===== src/rtl/debounce_pkg.sv =====
// -----------------------------------------------------------------------------
// debounce_pkg
// Shared types and parameter legality helpers for the multi-channel button
// debouncer.
//   deb_state_t        : per-channel debounce FSM state encoding
//   *_ok() functions   : parameter minimum checks used at elaboration
//   cnt_width()        : width of the stable-sample counter
//   hold_width()       : width of the long-press hold counter
// -----------------------------------------------------------------------------
package debounce_pkg;

    typedef enum logic [1:0] {
        S_LOW       = 2'd0,
        S_WAIT_HIGH = 2'd1,
        S_HIGH      = 2'd2,
        S_WAIT_LOW  = 2'd3
    } deb_state_t;

    function automatic bit num_ch_ok(input int num_ch);
        return num_ch >= 1;
    endfunction

    function automatic bit sync_stages_ok(input int sync_stages);
        return sync_stages >= 2;
    endfunction

    function automatic bit stable_cycles_ok(input int stable_cycles);
        return stable_cycles >= 2;
    endfunction

    function automatic bit long_cycles_ok(input int long_cycles);
        return long_cycles >= 1;
    endfunction

    // Counter only needs to reach STABLE_CYCLES-1.
    function automatic int cnt_width(input int stable_cycles);
        return $clog2(stable_cycles);
    endfunction

    // Hold counter must be able to hold LONG_CYCLES itself (saturation value).
    function automatic int hold_width(input int long_cycles);
        return $clog2(long_cycles + 1);
    endfunction

endpackage


===== src/rtl/debounce_channel.sv =====
// -----------------------------------------------------------------------------
// debounce_channel
// One button channel: synchroniser chain, stable-count debounce FSM and
// long-press hold counter. All outputs are registered.
// Ports:
//   clk            in   clock, all logic on posedge
//   reset          in   asynchronous active-low reset
//   btn            in   raw button input, asynchronous to clk
//   level          out  debounced level
//   press_pulse    out  1-cycle pulse coincident with level rising
//   release_pulse  out  1-cycle pulse coincident with level falling
//   long_press     out  set after LONG_CYCLES cycles in S_HIGH, cleared on release
//   state          out  current FSM state (debug visibility)
// -----------------------------------------------------------------------------
module debounce_channel
    import debounce_pkg::*;
#(
    parameter int SYNC_STAGES   = 2,
    parameter int STABLE_CYCLES = 16,
    parameter int LONG_CYCLES   = 1000
) (
    input  logic       clk,
    input  logic       reset,
    input  logic       btn,
    output logic       level,
    output logic       press_pulse,
    output logic       release_pulse,
    output logic       long_press,
    output deb_state_t state
);

    localparam int CNT_W  = cnt_width(STABLE_CYCLES);
    localparam int HOLD_W = hold_width(LONG_CYCLES);

    localparam logic [CNT_W-1:0]  CNT_ONE  = CNT_W'(1);
    localparam logic [CNT_W-1:0]  CNT_LAST = CNT_W'(STABLE_CYCLES - 1);
    localparam logic [HOLD_W-1:0] HOLD_MAX = HOLD_W'(LONG_CYCLES);
    localparam logic [HOLD_W-1:0] HOLD_SET = HOLD_W'(LONG_CYCLES - 1);

    // ------------------------------------------------------------------
    // Synchroniser: btn enters at bit 0, synced value taken from the top.
    // ------------------------------------------------------------------
    logic [SYNC_STAGES-1:0] sync_q;
    logic                   s;

    always_ff @(posedge clk or negedge reset) begin
        if (!reset) begin
            sync_q <= '0;
        end else begin
            sync_q <= {sync_q[SYNC_STAGES-2:0], btn};
        end
    end

    assign s = sync_q[SYNC_STAGES-1];

    // ------------------------------------------------------------------
    // FSM state and registered outputs
    // ------------------------------------------------------------------
    deb_state_t        state_q, state_d;
    logic [CNT_W-1:0]  cnt_q, cnt_d;
    logic [HOLD_W-1:0] hold_q, hold_d;
    logic              level_q, level_d;
    logic              press_q, press_d;
    logic              release_q, release_d;
    logic              long_q, long_d;

    always_ff @(posedge clk or negedge reset) begin
        if (!reset) begin
            state_q   <= S_LOW;
            cnt_q     <= '0;
            hold_q    <= '0;
            level_q   <= 1'b0;
            press_q   <= 1'b0;
            release_q <= 1'b0;
            long_q    <= 1'b0;
        end else begin
            state_q   <= state_d;
            cnt_q     <= cnt_d;
            hold_q    <= hold_d;
            level_q   <= level_d;
            press_q   <= press_d;
            release_q <= release_d;
            long_q    <= long_d;
        end
    end

    always_comb begin
        state_d   = state_q;
        cnt_d     = cnt_q;
        hold_d    = hold_q;
        level_d   = level_q;
        press_d   = 1'b0;
        release_d = 1'b0;
        long_d    = long_q;

        case (state_q)
            S_LOW: begin
                if (s) begin
                    state_d = S_WAIT_HIGH;
                    cnt_d   = CNT_ONE;
                end
            end

            S_WAIT_HIGH: begin
                if (!s) begin
                    state_d = S_LOW;
                    cnt_d   = '0;
                end else if (cnt_q == CNT_LAST) begin
                    state_d = S_HIGH;
                    cnt_d   = '0;
                    level_d = 1'b1;
                    press_d = 1'b1;
                end else begin
                    cnt_d = cnt_q + CNT_ONE;
                end
            end

            S_HIGH: begin
                // Hold counter advances every cycle spent here, including the
                // cycle that leaves for S_WAIT_LOW; it saturates at LONG_CYCLES
                // and long_press is set on the step that reaches it.
                if (hold_q != HOLD_MAX) begin
                    hold_d = hold_q + HOLD_W'(1);
                    if (hold_q == HOLD_SET) begin
                        long_d = 1'b1;
                    end
                end
                if (!s) begin
                    state_d = S_WAIT_LOW;
                    cnt_d   = CNT_ONE;
                end
            end

            S_WAIT_LOW: begin
                // Hold counter is frozen here so a rejected bounce resumes the
                // long-press timing where it left off.
                if (s) begin
                    state_d = S_HIGH;
                    cnt_d   = '0;
                end else if (cnt_q == CNT_LAST) begin
                    state_d   = S_LOW;
                    cnt_d     = '0;
                    level_d   = 1'b0;
                    release_d = 1'b1;
                    long_d    = 1'b0;
                    hold_d    = '0;
                end else begin
                    cnt_d = cnt_q + CNT_ONE;
                end
            end

            default: begin
                state_d = S_LOW;
                cnt_d   = '0;
            end
        endcase
    end

    assign level         = level_q;
    assign press_pulse   = press_q;
    assign release_pulse = release_q;
    assign long_press    = long_q;
    assign state         = state_q;

endmodule


===== src/rtl/btn_debounce_multi.sv =====
// -----------------------------------------------------------------------------
// btn_debounce_multi
// Multi-channel button debouncer: NUM_CH independent debounce_channel
// instances between raw board pins and the user-input logic.
// Ports:
//   clk            in   NUM_CH-independent single clock, posedge
//   reset          in   asynchronous active-low reset
//   btn_in         in   [NUM_CH-1:0] raw button inputs (asynchronous)
//   level_out      out  [NUM_CH-1:0] debounced levels
//   press_pulse    out  [NUM_CH-1:0] 1-cycle pulse on level_out rise
//   release_pulse  out  [NUM_CH-1:0] 1-cycle pulse on level_out fall
//   long_press     out  [NUM_CH-1:0] long-press flag, held until level_out falls
//   ch_state       out  [2*NUM_CH-1:0] per-channel FSM state, channel i in
//                       bits [2*i+1:2*i] (debug visibility)
// -----------------------------------------------------------------------------
module btn_debounce_multi
    import debounce_pkg::*;
#(
    parameter int NUM_CH        = 4,
    parameter int SYNC_STAGES   = 2,
    parameter int STABLE_CYCLES = 16,
    parameter int LONG_CYCLES   = 1000
) (
    input  logic                  clk,
    input  logic                  reset,
    input  logic [NUM_CH-1:0]     btn_in,
    output logic [NUM_CH-1:0]     level_out,
    output logic [NUM_CH-1:0]     press_pulse,
    output logic [NUM_CH-1:0]     release_pulse,
    output logic [NUM_CH-1:0]     long_press,
    output logic [2*NUM_CH-1:0]   ch_state
);

    // Elaboration-time parameter checks.
    if (!num_ch_ok(NUM_CH)) begin : g_bad_num_ch
        $error("btn_debounce_multi: NUM_CH must be >= 1");
    end
    if (!sync_stages_ok(SYNC_STAGES)) begin : g_bad_sync
        $error("btn_debounce_multi: SYNC_STAGES must be >= 2");
    end
    if (!stable_cycles_ok(STABLE_CYCLES)) begin : g_bad_stable
        $error("btn_debounce_multi: STABLE_CYCLES must be >= 2");
    end
    if (!long_cycles_ok(LONG_CYCLES)) begin : g_bad_long
        $error("btn_debounce_multi: LONG_CYCLES must be >= 1");
    end

    for (genvar i = 0; i < NUM_CH; i++) begin : g_ch
        deb_state_t st;

        debounce_channel #(
            .SYNC_STAGES   (SYNC_STAGES),
            .STABLE_CYCLES (STABLE_CYCLES),
            .LONG_CYCLES   (LONG_CYCLES)
        ) u_channel (
            .clk           (clk),
            .reset         (reset),
            .btn           (btn_in[i]),
            .level         (level_out[i]),
            .press_pulse   (press_pulse[i]),
            .release_pulse (release_pulse[i]),
            .long_press    (long_press[i]),
            .state         (st)
        );

        assign ch_state[2*i +: 2] = st;
    end

endmodule


===== config.mk =====
export PLATFORM = sky130hd
export DESIGN_NAME = btn_debounce_multi
export DESIGN_NICKNAME = d
export VERILOG_FILES = /design/src/rtl/debounce_pkg.sv /design/src/rtl/debounce_channel.sv /design/src/rtl/btn_debounce_multi.sv
export SDC_FILE = /design/constraint.sdc
export NUM_CORES = 1
export LEC_CHECK = 0
export CAP_MARGIN = 25
export CORE_ASPECT_RATIO = 0.5
export CORE_MARGIN = 1
export CORE_UTILIZATION = 43
export CTS_CLUSTER_SIZE = 10
export DETAILED_ROUTE_END_ITERATION = 7
export SYNTH_ARGS = -nofsm -noshare
export SYNTH_HDL_FRONTEND = slang
export SYNTH_SLANG_ARGS = --single-unit

===== constraint.sdc =====
create_clock -name clk -period 2.76 [get_ports clk]
set_clock_uncertainty 0.2 [all_clocks]
set_input_delay 0.276 -clock clk [delete_from_list [all_inputs] [get_ports clk]]
set_output_delay 0.276 -clock clk [all_outputs]
set_load 0.03 [all_outputs]

==> results <==
- The instance count after placement with tap cells included is between 600 and 700.
- The level count of the clock H-tree is 3.
- The first-iteration detailed-routing DRC count is 135.
- The flow ran to the end, and the final reports show no timing, DRC or antenna violations.
- The count of nets left with antenna violations once routing finished came out at 0.
- For this run, the leading register cell type out of synthesis is dfrtp_1.
- The maximum root-to-sink buffer count is 2.
- Using the TritonRoute via totals, the vias-per-cell ratio works out to ~5.4.
- Adding up every negative setup slack in the final design gives 0 ps.
- Summed over all nets, the half-perimeter wirelength after detailed placement is 5740 um.
- The tool flagged a number of max-cap violations equal to 0.
- Counting every sink on the clock net gives slightly below 90.
- The count of boundary I/O pins is 30.
- The number of standard cells after synthesis is 469.
- Of the total power, the share spent switching nets is 0.222.
- TritonCTS built the clock tree.
- The number of antenna violations at the first check in global routing is 0.
- The data arrival time of the worst path is 1840 ps.
- The netlist uses between 50 and 60 different library cells.
- IR analysis of the VDD net gives a maximum drop of 0.314 mV.
- The final period utilization is 0.838.
- The share of flip-flops with an asynchronous set or reset after synthesis is 1.00.
- Port buffering added 29 buffers.
- The number of global-route vias before repair is roughly 3,000.
- For this run, design rule violations remaining after detail routing come to 0.
- The count of endpoints failing hold in the final timing report is 0.
- The analysis attributes to net switching a power of ~0.61 mW.
- Synthesis inferred 88 register bits.
- The biggest cell delay along the critical path is 780 ps.
- The clock power share is 0.456.
- For this configuration, the core starts out at a cell density of 0.448.
- The critical path's slowest cell is clkdlybuf4s50_1.
- Setup repair after global routing left no endpoint under its margin.
- The cell area that synthesis handed to floorplanning was roughly 4600 um^2.
- The number of antenna diodes in the final layout is 0.
- The total area inside the core boundary comes to 10,300 um^2.
- The power density over the cells is approximately 530 nW/um^2.
- The cell family contributing the most delay on the critical path is buffers and inverters.
- Clock tree synthesis inserted a total of 9 buffers.
- The maximum number of pins on one net before global-route repair is between 60 and 70.
- The total die area is 11,200 um^2.
- The final period demand of the worst path is approximately 2300 ps.
- The path type of the worst min-delay path is flip-flop to flip-flop.
- In the global route stage, overall resource usage came out at 0.168.
- Once layout is complete, the utilization of the core stands at 0.503.
- Compared with the post-synthesis result, the final layout area differs by 12.3%.
- The floorplan has 26 rows.
- The count of endpoints failing setup in the final report is 0.
- The clock network latency to the later pin of the worst-skew pair is 330 ps.
- The sequential standard cell area is between 2000 and 2500 um^2.
- Of the total power, registers draw 0.497.
- The remaining global-route overflow is 0.
- The per-instance average area after synthesis is roughly 10 um^2.
- The first global-routing pass estimated 14,700 um of wire.
- The hold buffer count at CTS is 1.
- The total length of routed wires is approximately 8600 um.
- The share of total power dissipated in combinational logic is 0.047.
- The sequential element share of the synthesized area is 0.477.
- The clock transition time at the flip-flop clock pins of the worst setup and hold paths is ~60 ps.
- The horizontal die dimension is ~150 um.
- The final count of pins violating max slew was 0.
- The tree is rooted in a clkbuf_16.
- The first TritonRoute pass finished after 4 iterations.
- Of the cells placed in the final design, the portion with a size suffix greater than 1 is 0.0642.
- In this run the vertical extent of the chip is between 70 and 80 um.
- The required time of the critical path is 2280 ps.
- The worst setup path is launched from a flip-flop.
- Once layout is complete, the cells apart from fillers number about 620.
- The type of the setup path with the least slack is flip-flop to primary output.
- The worst pin sits at a relative slew slack of 0.466.
- The average detailed-routed wire length per instance is approximately 14 um.
- The signal on the critical path passes through clkdlybuf4s50_1.
- The kind of end point of the critical path is a primary output.
- Across all setup checks in the final design, the least slack found is 448 ps.
- Counting every net in the synthesized netlist gives between 400 and 500.
- Internal power comes to 2.14 mW.
- The final layout contains 497 nets.
- The routability congestion estimate is between 0.7 and 0.8.
- The count of synthesis-stage warnings from yosys is 0.
- Yosys mapped a number of flops with a built-in enable equal to 0.
- The number of resized instances in the post-cts repair step is 0.
- The number of inserted filler cells in the final layout is 933.
- The measured slew at the worst slew-check pin is approximately 800 ps.
- The biggest fanout along the worst timing path is 21.
- Summing all multi-input logic gate instances after layout gives ~2100 um^2.
- Once the clock tree was built, the setup fixing pass inserted 0 buffers.
- For this block, the via count after detailed routing is around 3,400.
- The static leakage is 2.26 nW.
- The post-placement worst setup slack is 632 ps.
- The maximum clock frequency is 0.432 GHz.
- The number of buffers and inverters on the critical path is 1.
## Yosys cell counts, types with 7 or more instances
cell type / n / area, um^2
a211oi_1: 7 / 52.6
a21o_1: 10 / 75.1
a21oi_1: 30 / 150
buf_4: 16 / 120
clkbuf_1: 10 / 37.5
dfrtp_1: 88 / 2200
ha_1: 12 / 150
inv_1: 20 / 75.1
nand2_1: 41 / 154
nand3_1: 29 / 145
nand4_1: 17 / 106
nor2_1: 29 / 109
o21ai_0: 27 / 135
o31ai_1: 10 / 75.1
or4_1: 11 / 82.6
xnor2_1: 15 / 131
xor2_1: 7 / 61.3
## flip-flops by register name (all words and copies together) (netlist names), named ones only
register and count:
g_ch.u_channel.state 4, g_ch.u_channel.cnt_q 16, g_ch.u_channel.hold_q 40, g_ch.u_channel.sync_q 8, g_ch.u_channel.press_pulse 4, g_ch.u_channel.release_pulse 4
g_ch.u_channel.long_press 4, g_ch.u_channel.level 4
## power groups by stage
stage	clock network (mW)	logic (mW)	registers (mW)
2_1_floorplan	0	0.0937	1.37
3_3_place_gp	0	0.130	1.39
3_5_place_dp	0	0.129	1.39
4_1_cts	1.30	0.132	1.37
5_1_grt	1.34	0.148	1.37
6_report	1.26	0.128	1.37
## per-stage QoR
step	power [mW]	hold slack [ps]	area (um^2)
after floorplan	1.47	-220	4620
after global placement	1.52	134	4870
after detailed placement	1.52	137	4870
after CTS	2.79	144	5180
after global routing	2.86	150	5180
final	2.75	143	5180
## worst reg2reg max path: stages (launching register included)
cell      delay, ps
dfrtp_1         410
ha_1            350
nand4b_4        150
a21o_1          300
or4_1           520
a21oi_1         150
## layout make-up
type / count / share of cell area
Clock buffer: 12 / 0.0514
Tap cell: 140 / 0.0338
Sequential cell: 88 / 0.425
Inverter: 22 / 0.0159
Clock inverter: 3 / 0.00772
Multi-Input combinational cell: 325 / 0.405
Timing Repair Buffer: 33 / 0.0618
## metal layers
layer / up-vias / wire (um) / GRT usage
li1: 1709 / - / -
met1: 1605 / 4360 / 0.224
met2: 40 / 3880 / 0.272
met3: 9 / 293 / 0.0479
met4: 0 / 93 / 0.0481
met5: - / 0 / 0
## worst paths after layout
check | startpoint | endpoint | slack (ps) | cells after the start
worst max-delay path | g_ch[0].u_channel.state[0]$_DFFE_PN0P_ | ch_state[0] | 450 | 1
worst min-delay path | g_ch[1].u_channel.sync_q[0]$_DFF_PN0_ | g_ch[1].u_channel.sync_q[1]$_DFF_PN0_ | 140 | 0
worst max register to register | g_ch[1].u_channel.cnt_q[0]$_DFFE_PN0P_ | g_ch[1].u_channel.hold_q[6]$_DFFE_PN0P_ | 610 | 5
worst min register to register | g_ch[1].u_channel.sync_q[0]$_DFF_PN0_ | g_ch[1].u_channel.sync_q[1]$_DFF_PN0_ | 140 | 0
max in group asynchronous | reset | g_ch[1].u_channel.long_press$_DFFE_PN0P_ | 1280 | 3
min in group asynchronous | reset | g_ch[3].u_channel.hold_q[9]$_DFFE_PN0P_ | 390 | 2
## cell families (layout without fill, tap and decap cells)
family	after synthesis	in the layout	share of synthesized area
flip-flops	88	88	0.477
AND/OR/NAND/NOR	177	177	0.218
AO/OA/AOI/OAI	108	108	0.148
multiplexers	6	6	0.0138
XOR/XNOR	22	22	0.0417
adder cells (fa/ha/maj)	12	12	0.0325
buffers and inverters	56	70	0.0686
## layout by cell type (no fill, tap or decap), types with 5 or more instances in the layout
| cell | netlist | layout |
|---|---|---|
| or4_1 | 11 | 11 |
| nand4_1 | 17 | 17 |
| o31ai_1 | 10 | 10 |
| dfrtp_1 | 88 | 88 |
| clkbuf_16 | 0 | 9 |
| o21ai_0 | 27 | 27 |
| a21o_1 | 10 | 10 |
| inv_1 | 20 | 20 |
| a31oi_1 | 5 | 5 |
| nand2_1 | 41 | 41 |
| and2_1 | 5 | 5 |
| a211oi_1 | 7 | 7 |
| or3_1 | 5 | 5 |
| xor2_1 | 7 | 7 |
| nand4b_1 | 5 | 5 |
| nand3_1 | 29 | 29 |
| a21oi_1 | 30 | 30 |
| xnor2_1 | 15 | 15 |
| ha_1 | 12 | 12 |
| clkdlybuf4s50_1 | 0 | 28 |
| nor2_1 | 29 | 29 |
| nand2b_1 | 5 | 5 |
Note: power is estimated with default switching activity, not from simulation.
